$ cat config.mk
export PLATFORM = sky130hd
export DESIGN_NAME = instruction_fetch
export DESIGN_NICKNAME = d
export VERILOG_FILES = /design/src/rtl/fetch_pkg.sv /design/src/rtl/fetch_fifo.sv /design/src/rtl/instruction_fetch.sv
export SDC_FILE = /design/constraint.sdc
export NUM_CORES = 1
export LEC_CHECK = 0
export CAP_MARGIN = 20
export CORE_MARGIN = 1
export CORE_UTILIZATION = 60
export CTS_CLUSTER_SIZE = 8
export DETAILED_ROUTE_END_ITERATION = 8
export DONT_BUFFER_PORTS = 1
export HOLD_SLACK_MARGIN = 0.15
export PLACE_DENSITY = 0.76
export SETUP_SLACK_MARGIN = 0.05
export SYNTH_ARGS = -nofsm -noshare
export SYNTH_HDL_FRONTEND = slang
export SYNTH_SLANG_ARGS = --single-unit
export TNS_END_PERCENT = 5
$ cat constraint.sdc
create_clock -name clk -period 12.38 [get_ports clk]
set_input_delay 1.857 -clock clk [delete_from_list [all_inputs] [get_ports clk]]
set_output_delay 1.857 -clock clk [all_outputs]
set_load 0.02 [all_outputs]
$ cat src/rtl/fetch_pkg.sv
// Shared types and constants for the instruction fetch sequencer.
package fetch_pkg;

    // Fetch sequencer states: BOOT loads the reset PC, RUN fetches, FLUSH absorbs a redirect.
    typedef enum logic [1:0] {
        BOOT  = 2'd0,
        RUN   = 2'd1,
        FLUSH = 2'd2
    } fetch_state_t;

    localparam int          INSTR_BYTES        = 4;
    localparam logic [31:0] DEFAULT_RESET_ADDR = 32'h0000_0000;

    // One buffered instruction: the address it was fetched from plus the word itself.
    typedef struct packed {
        logic [31:0] pc;
        logic [31:0] instr;
    } fetch_entry_t;

    // Clear the byte offset so fetch always restarts on a word boundary.
    function automatic logic [31:0] align_word(input logic [31:0] addr);
        return {addr[31:2], 2'b00};
    endfunction

endpackage

$ cat src/rtl/fetch_fifo.sv
// Small synchronous FIFO holding fetched {pc, instr} pairs; head is read from registered storage.
module fetch_fifo #(
    parameter int DEPTH = 2,
    parameter int WIDTH = 64,
    localparam int AW   = $clog2(DEPTH),
    localparam int CW   = AW + 1
) (
    input  logic             clk,
    input  logic             reset,
    input  logic             push,
    input  logic [WIDTH-1:0] push_data,
    input  logic             pop,
    input  logic             flush,
    output logic [CW-1:0]    count,
    output logic             head_valid,
    output logic [WIDTH-1:0] head_data
);

    logic [AW-1:0]    wr_ptr_reg;
    logic [AW-1:0]    rd_ptr_reg;
    logic [CW-1:0]    count_reg;
    logic [WIDTH-1:0] entries [DEPTH];
    logic             pop_eff;
    logic             push_eff;

    // Popping an empty buffer is a no-op; a push into a full buffer only lands if a pop frees a slot.
    assign pop_eff  = pop && (count_reg != '0);
    assign push_eff = push && ((count_reg != CW'(DEPTH)) || pop_eff);

    genvar gi;
    generate
        for (gi = 0; gi < DEPTH; gi++) begin : g_entry
            logic [WIDTH-1:0] entry_reg;

            // Each slot captures the pushed word when the write pointer selects it.
            always_ff @(posedge clk) begin
                if (push_eff && (wr_ptr_reg == AW'(gi))) begin
                    entry_reg <= push_data;
                end
            end

            assign entries[gi] = entry_reg;
        end
    endgenerate

    // Pointer and occupancy bookkeeping; flush empties the buffer in one edge.
    always_ff @(posedge clk) begin
        if (reset || flush) begin
            wr_ptr_reg <= '0;
            rd_ptr_reg <= '0;
            count_reg  <= '0;
        end else begin
            if (push_eff) begin
                wr_ptr_reg <= wr_ptr_reg + AW'(1);
            end
            if (pop_eff) begin
                rd_ptr_reg <= rd_ptr_reg + AW'(1);
            end
            case ({push_eff, pop_eff})
                2'b10:   count_reg <= count_reg + CW'(1);
                2'b01:   count_reg <= count_reg - CW'(1);
                default: count_reg <= count_reg;
            endcase
        end
    end

    assign count      = count_reg;
    assign head_valid = (count_reg != '0);
    assign head_data  = entries[rd_ptr_reg];

endmodule

$ cat src/rtl/instruction_fetch.sv
// Fetch sequencer: steers the external PC register, issues memory reads, buffers results for decode.
module instruction_fetch
    import fetch_pkg::*;
#(
    parameter logic [31:0] RESET_ADDR = DEFAULT_RESET_ADDR,
    parameter int          FIFO_DEPTH = 2
) (
    input  logic        clk,
    input  logic        reset,
    input  logic [31:0] pc_q,
    output logic [31:0] pc_next,
    output logic        imem_req,
    output logic [31:0] imem_addr,
    input  logic        imem_ready,
    input  logic [31:0] imem_rdata,
    input  logic        redirect_valid,
    input  logic [31:0] redirect_target,
    output logic        inst_valid,
    input  logic        inst_ready,
    output logic [31:0] inst_data,
    output logic [31:0] inst_pc,
    output logic        misalign_err
);

    localparam int CW = $clog2(FIFO_DEPTH) + 1;
    localparam int OW = CW + 1;

    fetch_state_t state_reg;
    logic         inflight_reg;
    logic [31:0]  tag_reg;
    logic         misalign_reg;

    logic [CW-1:0] fifo_count;
    logic          fifo_valid;
    fetch_entry_t  fifo_head;
    fetch_entry_t  push_entry;
    logic          redirect_take;
    logic          pop;
    logic          accept;
    logic          push;
    logic [OW-1:0] occupancy;

    // Redirects are only honoured once the PC has been seeded, i.e. outside BOOT.
    assign redirect_take = redirect_valid && (state_reg != BOOT) && !reset;
    assign pop           = fifo_valid && inst_ready;

    // Slots already claimed: buffered entries plus a read in flight, minus the one leaving now.
    assign occupancy = OW'(fifo_count) + OW'(inflight_reg) - OW'(pop);

    assign imem_req  = !reset && (state_reg == RUN) && !redirect_valid
                       && (occupancy < OW'(FIFO_DEPTH));
    assign imem_addr = pc_q;
    assign accept    = imem_req && imem_ready;

    // Returned data lands one cycle after acceptance unless a redirect has invalidated it.
    assign push       = inflight_reg && !redirect_take && (state_reg != FLUSH);
    assign push_entry = '{pc: tag_reg, instr: imem_rdata};

    // Next-PC mux: reset/boot seed, then redirect, then sequential advance, else hold.
    always_comb begin
        pc_next = pc_q;
        if (reset || (state_reg == BOOT)) begin
            pc_next = RESET_ADDR;
        end else if (redirect_take) begin
            pc_next = align_word(redirect_target);
        end else if (accept) begin
            pc_next = pc_q + 32'(INSTR_BYTES);
        end
    end

    // Sequencer state, in-flight tracking and the registered misalignment pulse.
    always_ff @(posedge clk) begin
        if (reset) begin
            state_reg    <= BOOT;
            inflight_reg <= 1'b0;
            tag_reg      <= '0;
            misalign_reg <= 1'b0;
        end else begin
            case (state_reg)
                BOOT:    state_reg <= RUN;
                RUN:     state_reg <= redirect_valid ? FLUSH : RUN;
                FLUSH:   state_reg <= redirect_valid ? FLUSH : RUN;
                default: state_reg <= BOOT;
            endcase
            inflight_reg <= accept;
            if (accept) begin
                tag_reg <= pc_q;
            end
            misalign_reg <= redirect_take && (redirect_target[1:0] != 2'b00);
        end
    end

    fetch_fifo #(
        .DEPTH (FIFO_DEPTH),
        .WIDTH ($bits(fetch_entry_t))
    ) u_fifo (
        .clk        (clk),
        .reset      (reset),
        .push       (push),
        .push_data  (push_entry),
        .pop        (pop && !redirect_take),
        .flush      (redirect_take),
        .count      (fifo_count),
        .head_valid (fifo_valid),
        .head_data  (fifo_head)
    );

    assign inst_valid   = fifo_valid;
    assign inst_data    = fifo_head.instr;
    assign inst_pc      = fifo_head.pc;
    assign misalign_err = misalign_reg;

endmodule

==> impl_metrics.py <==
metrics = {
    "synth": {
        "synth_area_leaders": "edfxtp_1 52%, dfxtp_1 11%, mux2_2 9.7%, nand2_1 3.9%, a21oi_1 3.6%",
        "syn-cell-area_um2": 7420,
        "synth-edff-count": 128,
        "synthFlopType": "edfxtp_1",
        "async_flop_share_pct": 0,
        "ys_seq_area_share_pct": 62.6,
        "synth-warning-count": 0,
        "yosys.area.top_type_share_pct": 51.8,
        "syn_nets": 701,
        "synth_area_per_cell_um2": 12.5,
        "ys_ff_latch": 168,
        "ys_types": 41,
        "synth_top_cell_by_area": "edfxtp_1",
        "synth_cells": 592,
    },
    "clock_network": {
        "postCtsSetupBuffers": 0,
        "cts_made_buffers": 17,
        "htreeDepth": 4,
        "clk_latency_ns": 0.41,
        "clockBufferDepth": 2,
        "cts_resized": 0,
        "postCtsHoldBufs": 0,
        "cts_tree": "yes",
        "cts.sinks": 168,
        "cts.reportedPaths.clkPinSlew_ns": 0.06,
        "cts-root-buf": "clkbuf_16",
    },
    "floorplanning": {
        "design.portCount": 232,
        "rows": 40,
        "dieWidth_um": 113,
        "fp.dieH_um": 113,
        "fp.dieArea_um2": 12800,
        "initial_utilization_pct": 61.8,
        "core_um2": 12000,
    },
    "final_layout": {
        "largest_reg_flops": 128,
        "nNetsFinal": 664,
        "syn_to_final_growth_pct": 6.46,
        "mostFrequentLayoutCells": "128 x edfxtp_1, 77 x nand2_1, 64 x mux2_2, 54 x a21oi_1, 39 x dfxtp_1",
        "layout_commonest_cell": "edfxtp_1",
        "drive_gt1_share_pct": 20.0,
        "fillCellCount": 883,
        "antenna_cells": 0,
    },
    "worst_setup_path": {
        "start_kind": "input port",
        "cp-end-kind": "output port",
        "slowest_delay_ns": 0.90,
        "critPathSlowestCell": "clkinv_1",
        "path_cells": "nand2_1 > inv_1 > ha_1 > nand2b_1 > fa_1 > xor2_1 > nor2_1 > nand2_1 > buf_4 > clkinv_1 > xnor2_1 > a21oi_1",
        "worstPathArrival_ns": 5.48,
        "cpMostUsedCell": "nand2_1",
        "required_ns": 10.52,
        "worstSetupPathType": "input port to output port",
        "path_max_fanout": 35,
    },
    "sta": {
        "rsz0062_at_grt": "no",
        "setup_ws_ns": 5.05,
        "fin_worst_skew_ns": 0.0108,
        "finalSetupViolCount": 0,
        "worst_pin_slew_ns": 1.12,
        "hold_violations": 0,
        "slew_viol_final": 0,
        "setup_tns_ns": 0,
        "fin_crit_ns": 7.33,
        "fmax_ghz": 0.136,
        "relSlewSlack_pct": 25.6,
        "period_share_pct": 59.2,
    },
    "grt": {
        "grt_util_all_layers_pct": 24.9,
        "grt_pass1_vias": 4249,
        "antenna_found_initial": 0,
        "grt_max_degree": 66,
        "grt_pass1_wl_mm": 23.7,
        "grt.overflow.total": 0,
    },
    "drt": {
        "num_vias": 4440,
        "drcViolationCount": 0,
        "viasPerCell": 6.23,
        "drt_wl_total_mm": 15.8,
        "wl_per_cell_um": 22.1,
        "drtPass1Iterations": 7,
        "ant_nets": 0,
        "drtIter0Drc": 356,
    },
    "power": {
        "switching_share_pct": 22.3,
        "p_sw_mw": 0.274,
        "p_per_area_nw_per_um2": 156,
        "internal-power_mw": 0.956,
        "max-vdd-ir-drop_v": 0.0000774,
        "clock_power_share_pct": 43.0,
        "p_leak_nw": 2.63,
        "combPwrFrac_pct": 6.5,
        "seqPwrFrac_pct": 50.5,
    },
    "placement": {
        "dp_hpwl_mm": 10.5,
        "numPortBuffers": 0,
        "dp_worst_setup_slack_ns": 5.03,
        "place_congestion": 0.888,
    },
    "flow_run": {
        "drv_cap": 0,
    },
    "min_path": {
        "min_path_type": "flip-flop to flip-flop",
    },
    "outcome": {
        "outcome": "completed",
    },
}
## critical path, delay by kind of cell
family	cells	cell delay (ns)
xor gates and xnor gates	2	0.62
buffers and inverters	3	1.29
AOI/OAI and AO/OA	1	0.41
adders and majority gates	2	0.68
and+or+nand+nor	4	0.57
## per-stage QoR
stage	hold WS, ns	area [um^2]	cells	utilization, %	power (mW)
after floorplan	0.425	7420	592	-	0.716
after global placement	0.431	7310	683	60.8	0.711
after detailed placement	0.442	7310	683	60.8	0.713
after CTS	0.458	7900	713	65.8	1.24
after global routing	0.454	7900	713	65.8	1.27
final	0.445	7900	713	65.8	1.23
## Yosys cell counts, drive strengths merged, types with 3 or more instances
| library cell | instances |
|---|---|
| nor2 | 17 |
| nand4b | 3 |
| a21oi | 54 |
| buf | 38 |
| nand3 | 12 |
| nor4 | 3 |
| ha | 7 |
| nand2 | 77 |
| xnor2 | 14 |
| nor3 | 7 |
| mux2 | 64 |
| edfxtp | 128 |
| clkbuf | 22 |
| o21ai | 32 |
| nand4 | 13 |
| inv | 9 |
| xor2 | 17 |
| and4 | 4 |
| and3 | 9 |
| or3 | 3 |
| dfxtp | 40 |
## cell type report
cell class | count | area [um^2] | share of cell area, %
Timing Repair Buffer | 4 | 30.0 | 0.380
Clock buffer | 17 | 425 | 5.38
Clock inverter | 13 | 171 | 2.17
Inverter | 10 | 37.5 | 0.475
Multi-Input combinational cell | 354 | 2410 | 30.4
Sequential cell | 168 | 4650 | 58.8
Tap cell | 147 | 184 | 2.33
## final timing paths
check                           depth (start not counted)  slack [ns]       startpoint                              end
worst max register to register                         13        8.13  u_fifo.count[1]                      tag_reg[26]
worst min-delay path                                    0        0.45      tag_reg[13]  u_fifo.g_entry[0].entry_reg[45]
worst min register to register                          0        0.45      tag_reg[13]  u_fifo.g_entry[0].entry_reg[45]
worst max-delay path                                   12        5.05       inst_ready                       pc_next[2]
## metal layers
metal | global-route usage (%) | routed length, um
met1 | 30.3 | 6130
met2 | 41.2 | 7960
met3 | 8.25 | 1350
met4 | 10.0 | 318
met5 | 0 | 0
## logic make-up (layout without fill, tap and decap cells)
| group | after synthesis | in the layout | share of synthesized area (%) |
|---|---|---|---|
| compound gates | 96 | 96 | 6.91 |
| xor+xnor | 31 | 31 | 3.66 |
| fa+ha+maj | 8 | 8 | 1.45 |
| buf+inv | 70 | 44 | 5.33 |
| flops | 168 | 168 | 62.6 |
| mux | 64 | 64 | 9.71 |
| simple gates | 155 | 155 | 10.4 |
## power groups by stage
stage / clock network (mW) / registers, mW / logic, mW
floorplan: 0 / 0.630 / 0.0863
global placement: 0 / 0.632 / 0.0783
detailed placement: 0 / 0.633 / 0.0801
CTS: 0.539 / 0.621 / 0.0806
global route: 0.558 / 0.622 / 0.0864
finish: 0.529 / 0.621 / 0.0804
(Power assumes the default switching activity.)
